--- config.mk ---
export PLATFORM = sky130hd
export DESIGN_NAME = fnd_scan_mux
export DESIGN_NICKNAME = d
export VERILOG_FILES = /design/src/rtl/fnd_scan_mux.sv
export SDC_FILE = /design/constraint.sdc
export NUM_CORES = 1
export LEC_CHECK = 0
export ABC_AREA = 1
export BUFFER_PORTS_ARGS = -buffer_cell sky130_fd_sc_hd__buf_4
export CORE_MARGIN = 4
export CORE_UTILIZATION = 51
export CTS_CLUSTER_DIAMETER = 30
export DETAILED_ROUTE_END_ITERATION = 8
export PLACE_DENSITY = 0.76
export SLEW_MARGIN = 30
export SYNTH_ARGS = -nofsm -noshare
export SYNTH_HDL_FRONTEND = slang
export SYNTH_SLANG_ARGS = --single-unit
--- constraint.sdc ---
create_clock -name clk -period 1.65 [get_ports clk]
set_clock_uncertainty 0.1 [all_clocks]
set_input_delay 0.165 -clock clk [delete_from_list [all_inputs] [get_ports clk]]
set_output_delay 0.165 -clock clk [all_outputs]
set_load 0.1 [all_outputs]
--- src/rtl/fnd_scan_mux.sv ---
// Time-multiplexed FND scan driver: two BCD pages, dots, blink and
// leading-zero blanking, one registered digit per scan slot.
module fnd_scan_mux #(
   parameter int NUM_DIGITS = 4,
   parameter int SCAN_DIV   = 100_000,
   parameter int BLINK_DIV  = 50_000_000
) (
   input  logic                    clk,
   input  logic                    rst,
   input  logic                    i_page,
   input  logic [4*NUM_DIGITS-1:0] i_digits_a,
   input  logic [4*NUM_DIGITS-1:0] i_digits_b,
   input  logic [NUM_DIGITS-1:0]   i_dot_a,
   input  logic [NUM_DIGITS-1:0]   i_dot_b,
   input  logic [NUM_DIGITS-1:0]   i_blink_mask,
   input  logic                    i_lz_blank,
   output logic [NUM_DIGITS-1:0]   o_an,
   output logic [3:0]              o_bcd,
   output logic                    o_dp,
   output logic                    o_frame
);

   localparam int PW = $clog2(SCAN_DIV);
   localparam int IW = $clog2(NUM_DIGITS);
   localparam int BW = $clog2(BLINK_DIV);

   localparam logic [PW-1:0] PRE_MAX = PW'(SCAN_DIV - 1);
   localparam logic [IW-1:0] IDX_MAX = IW'(NUM_DIGITS - 1);
   localparam logic [BW-1:0] BLK_MAX = BW'(BLINK_DIV - 1);

   logic [PW-1:0]           r_pre;
   logic [IW-1:0]           r_idx;
   logic                    r_page;
   logic                    r_upd;
   logic [BW-1:0]           r_blk;
   logic                    r_phase;
   logic [NUM_DIGITS-1:0]   r_an;
   logic [3:0]              r_bcd;
   logic                    r_dp;
   logic                    r_frame;

   logic                    w_tick;
   logic [IW-1:0]           w_idx_nxt;
   logic [4*NUM_DIGITS-1:0] w_digs;
   logic [NUM_DIGITS-1:0]   w_dots;
   logic [NUM_DIGITS-1:0]   w_zf;
   logic                    w_acc;
   logic [3:0]              w_val;
   logic                    w_lz;
   logic                    w_blank;

   assign w_tick    = (r_pre == PRE_MAX);
   assign w_idx_nxt = (r_idx == IDX_MAX) ? '0 : r_idx + 1'b1;
   assign w_digs    = r_page ? i_digits_b : i_digits_a;
   assign w_dots    = r_page ? i_dot_b : i_dot_a;
   assign w_val     = w_digs[{r_idx, 2'b00} +: 4];

   // w_zf[k]: digits k..MSD are all zero
   always_comb begin
      w_zf  = '0;
      w_acc = 1'b1;
      for (int k = NUM_DIGITS - 1; k >= 0; k--) begin
         w_acc   = w_acc & ~|w_digs[4*k +: 4];
         w_zf[k] = w_acc;
      end
   end

   assign w_lz    = i_lz_blank && (r_idx != '0) && w_zf[r_idx];
   assign w_blank = (i_blink_mask[r_idx] && !r_phase) || w_lz;

   always_ff @(posedge clk or negedge rst) begin
      if (!rst) begin
         r_pre  <= '0;
         r_idx  <= '0;
         r_page <= 1'b0;
         r_upd  <= 1'b0;
      end else begin
         r_upd <= w_tick;
         if (w_tick) begin
            r_pre <= '0;
            r_idx <= w_idx_nxt;
            if (w_idx_nxt == '0)
               r_page <= i_page;
         end else begin
            r_pre <= r_pre + 1'b1;
         end
      end
   end

   always_ff @(posedge clk or negedge rst) begin
      if (!rst) begin
         r_blk   <= '0;
         r_phase <= 1'b1;
      end else if (r_blk == BLK_MAX) begin
         r_blk   <= '0;
         r_phase <= ~r_phase;
      end else begin
         r_blk <= r_blk + 1'b1;
      end
   end

   // Outputs refresh one cycle after the index moves, then hold.
   always_ff @(posedge clk or negedge rst) begin
      if (!rst) begin
         r_an    <= '1;
         r_bcd   <= 4'hF;
         r_dp    <= 1'b0;
         r_frame <= 1'b0;
      end else if (r_upd) begin
         r_an    <= ~(NUM_DIGITS'(1) << r_idx);
         r_bcd   <= w_blank ? 4'hF : w_val;
         r_dp    <= w_blank ? 1'b0 : w_dots[r_idx];
         r_frame <= (r_idx == '0);
      end else begin
         r_frame <= 1'b0;
      end
   end

   assign o_an    = r_an;
   assign o_bcd   = r_bcd;
   assign o_dp    = r_dp;
   assign o_frame = r_frame;

endmodule

# Word-level counts from Yosys, hierarchy flattened
# Index checks and enable logic that the tools add are counted.
dict set report totals {
  ff_bits 58
  mem_bits_ro 0
  memories 0
  inputBits 48
  elab_cells 55
  ram_bits 0
  output_inout_bits 10
  latchBits 0
}
dict set report classes {
  n_reduce_logical 17
  eq_ne 3
  shifts 2
  n_div 0
  multipliers 0
  muxes 14
  bitwise_logic 5
  n_lt_le_gt_ge 1
  n_addsub 3
}
# cell n
set ops {}
lappend ops {{$add A26 B1 Y26 const B} 1}
lappend ops {{$eq A26 B26 Y1 const B} 1}
lappend ops {{$mux W26} 1}
lappend ops {{$add A17 B1 Y17 const B} 1}
lappend ops {{$eq A17 B17 Y1 const B} 1}
lappend ops {{$mux W17} 1}
lappend ops {{$mux W16} 1}
lappend ops {{$reduce_or A4 Y1} 4}
lappend ops {{$shiftx A16 B5 Y4} 1}
lappend ops {{$mux W4} 2}
lappend ops {{$bmux W1 S2} 3}
lappend ops {{$logic_not A1 Y1} 5}
lappend ops {{$mux W1} 5}
lappend ops {{$logic_not A2 Y1} 2}
lappend ops {{$not A4 Y4} 1}
lappend ops {{$shl A1 B2 Y4 const A} 1}
lappend ops {{$and A1 B1 Y1} 3}
lappend ops {{$logic_and A1 B1 Y1} 3}
lappend ops {{$lt A2 B3 Y1 const B} 1}
lappend ops {{$add A2 B1 Y2 const B} 1}
lappend ops {{$eq A2 B2 Y1 const B} 1}
lappend ops {{$mux W2} 1}
lappend ops {{$reduce_and A2 Y1} 1}
lappend ops {{$reduce_bool A2 Y1} 1}
lappend ops {{other kinds (2)} 2}

# Depth between registers and ports, before layout
dict set report logic_depth {
  ltp_word 11
  depth_mapped 13
  ltp_nobuf 12
}

# Least setup slack after synthesis
# OpenSTA, ideal clock, no wires.
dict set report synth_timing {
  path_kind {reg-to-reg}
  startpoint {register r_blk[0]}
  endpoint {register r_blk[21]}
  arrival_ps 1472
  setup_slack_ps -41
  synth_period_minus_slack_ps 1691
  setup_time_ps 119
  n_path_buf 1
  required_ps 1431
  path_stages_with_launch 7
  cell_sequence {dfrtp_1 -> ha_1 -> nand3_2 -> or3_1 -> nor3_2 -> buf_6 -> nor2_1}
}
dict set report synth_between {
  elab_chain_cells 2
  elab_cells_between_ends 3
  classes_between {add/sub: 1; eq/ne: 1; mux: 1}
}
# element line
set synth_lines {}
lappend synth_lines {{from (decl)} 35} ;# logic [BW-1:0] r_blk;
lappend synth_lines {{from (signal assigned)} 98} ;# r_blk <= r_blk + 1'b1;
lappend synth_lines {{$add A26 B1 Y26 / $eq A26 B26 Y1 (equally long branches)} {98, 94}}
lappend synth_lines {{$mux W26 (*)} 94} ;# end else if (r_blk == BLK_MAX) begin
# Every way passes the cells marked *; elsewhere a longest branch is shown, timed or not.
# A chain may end at the register's enable or synchronous reset.

# Final worst setup path
dict set report layout_timing {
  startpoint {register r_blk[0]}
  endpoint {register r_blk[24]}
}
# Same word-level chain as after synthesis.

==> out/results.txt <==
busiest metal layer after global routing: met2
cell count after synthesis: 485
Worst-Margin Slew: 0.7137 ns
clock period minus final worst setup slack: 1.658 ns
ANT cells: 0
Worst EP arrival: 1.79 ns
synthesis-to-finish area growth: 33.67%
Vias: 3440
FF-to-FF Start: r_blk[0]
WL/cell: 13.97 um
fin area: 4679 um2
commonest non-fill, non-tap cell in the layout: nand2_1
slew margin rel.: 52.42%
Hold WC Path Type: in2reg
PnR worst setup slack: -0.007976 ns
area share of xor/xnor cells in the synthesized design: 6.254%
Root Driver: clkbuf_8
CTS tree: built
Clock Latency Late Sink: 0.34 ns
initial antenna violation count: 0
Reg-to-Reg End: r_blk[24]
Worst EP required: 1.78 ns
Max-cap violations: 0
largest net degree at the start of global routing: 59
multiplexer share of the synthesized area: 0%
# DRC: 0
hold path startpoint: i_digits_a[4]
synthesized area: 3501 um2
CTS Buf Count: 9
grt met3 use: 5.750%
Area after DPL: 4134 um2
largest family of logic cells by synthesized area: simple AND/OR/NAND/NOR gates
# rows: 29
Mapped Avg Cell Area: 7.218 um2
Clk pwr share: 43.6%
Hold Path Depth: 7
post-synthesis sequential area ratio: 41.78%
First-pass DRT Iterations: 5
final-report setup violation count: 1
FF+latch count, synth: 58
power share of the sequential group: 48.1%
gr ovfl total: 0
vias in the first global route: 3093
core region area: 6495 um2
Final period util: 100.5%
vias per inst: 5.260
YS warnings: 0
Max Slew Vio Count: 0
adder-cell share of the synthesized area: 2.502%
Leak Pwr: 2.388 nW
leading area contributor after synthesis: dfrtp_1
final antenna-violating net count: 0
critical path class: reg2reg
clk sinks: 58
crit end category: flip-flop
GRT Overall Usage: 20.88%
combinational power share: 8.2%
die area: 8254 um2
Cell variety after synth: 32
DR iter-0 viols: 249
RSZ-0062 raised after global routing: true
worst-path fanout max: 4
compound-cell area share of the yosys netlist: 6.076%
Ports: 58
register clock-pin slew on the reported worst setup and hold paths: 0.06 ns
CTS max path bufs: 2
detailed placer's ending HPWL: 6255 um
Worst Hold Path EP: o_bcd[0]
Psw: 0.6790 mW
GRT met1 Usage: 28.51%
failing checks: setup timing
worst vdd ir: 688.8 uV
first-pass GRT wire length: 14020 um
Fmax: 603.1 MHz
R2R depth: 10
Die W: 90.85 um
Buffers on Ports: 57
routability cong.: 0.8940
Starting Density: 53.90%
syn_nets: 540
top cells by area, synth: dfrtp_1 35%, nand2_1 14%, nor2_1 7.5%
Final Hold Viols: 0
Global Route met2 Usage: 31.62%
most frequent cells in the layout: 113 x nand2_1, 77 x buf_4, 62 x nor2_1
critical path startpoint category: flip-flop
flop-to-flop setup slack: -0.008 ns
H-tree depth: 3
Die Ht: 90.85 um
Simple-Gate Fraction of Synth Area: 34.88%
Synth top area share: 35.03%
Net Sw Frac: 22.92%
outcome: finished with violations
Total Nets Final: 627
share of cells above drive strength 1: 29.29%
PwrDens: 632.9 nW/um2
Power Internal: 2.283 mW
Total Wirelength: 9137 um
fin util: 72.05%
## power groups by stage
| stage | registers [mW] | logic [mW] | clock network [mW] |
|---|---|---|---|
| floorplan | 1.45 | 0.0686 | 0 |
| global placement | 1.45 | 0.200 | 0 |
| detailed placement | 1.45 | 0.201 | 0 |
| CTS | 1.42 | 0.206 | 1.32 |
| global route | 1.42 | 0.267 | 1.40 |
| finish | 1.43 | 0.243 | 1.29 |
## layout make-up
cell class | instances | area [um2]
fill | 505 | 1815
inverter | 65 | 249.0
clock buffer | 11 | 141.4
multi-input combinational | 353 | 1967
timing repair buffer | 85 | 705.7
sequential | 58 | 1466
tap | 77 | 96.34
clock inverter | 5 | 53.80
## registers in the layout (all words and copies together), names as in the netlist
register / cells
o_bcd: 4
r_pre: 17
o_an: 4
o_frame: 1
r_idx: 2
r_blk: 26
r_upd: 1
r_phase: 1
r_page: 1
o_dp: 1
## cell families (layout without fill, tap and decap cells)
group,after synthesis,after routing
buffers and inverters,74,166
and+or+nand+nor,280,280
DFF,58,58
AOI/OAI and AO/OA,41,41
xor gates and xnor gates,25,25
adders and majority gates,7,7
## worst max-delay path by stage
stage	startpoint	to	slack, ns
final	r_blk[0]	r_blk[24]	-0.008
after global placement	r_page	o_bcd[2]	0.02
after CTS	r_blk[1]	r_blk[24]	-0.02
after floorplan	r_blk[0]	r_blk[21]	0.005
after detailed placement	r_blk[0]	r_blk[24]	-0.04
after global routing	r_page	o_bcd[1]	-0.09
## repair_timing
action,4_1_cts,5_1_grt
gates cloned,0,3
pin swaps,0,13
hold buffers,2,0
buffers inserted,0,3
resized for setup,4,67
endpoints found under the setup margin,6,36
endpoints found under the hold margin,50,0
## critical path, cell delays in order, from the launching register on
cell     delay, ns
dfrtp_1       0.40
ha_4          0.17
nand3_4       0.10
nor2_4        0.14
inv_2         0.07
nor2_4        0.13
nand2_2       0.09
nor3_4        0.15
nand3_1       0.09
nand2_1       0.07
inv_1         0.03
## synth_stat cells (all sizes together)
cell / number
a22oi: 1
and2: 1
ha: 7
or3: 1
o21ai: 22
xnor2: 7
dfstp: 9
buf: 8
clkinv: 1
nand4: 11
a21oi: 15
nor4: 4
nor2: 73
inv: 64
clkbuf: 1
nand2: 129
nand3: 37
xor2: 18
dfrtp: 49
a31oi: 2
o21a: 1
nor3: 20
or2: 4
## metal layers
layer | routed length [um] | vias to the layer above
li1 | - | 1714
met4 | 235 | 0
met5 | 0 | -
met3 | 664 | 20
met2 | 4238 | 148
met1 | 3999 | 1558
## per-stage QoR
stage / cells / total power [mW] / hold slack (ns) / setup TNS [ns] / worst slack, ns
2_1_floorplan: 485 / 1.520 / -0.2306 / 0 / 0.005474
3_3_place_gp: 630 / 1.650 / 0.1613 / 0 / 0.02245
3_5_place_dp: 630 / 1.651 / 0.1651 / -0.06168 / -0.04422
4_1_cts: 648 / 2.955 / 0.2098 / -0.01762 / -0.01762
5_1_grt: 654 / 3.091 / 0.2268 / -0.9954 / -0.09126
6_report: 654 / 2.962 / 0.2296 / -0.007976 / -0.007976
No activity file was read; power rests on OpenSTA's default activity.
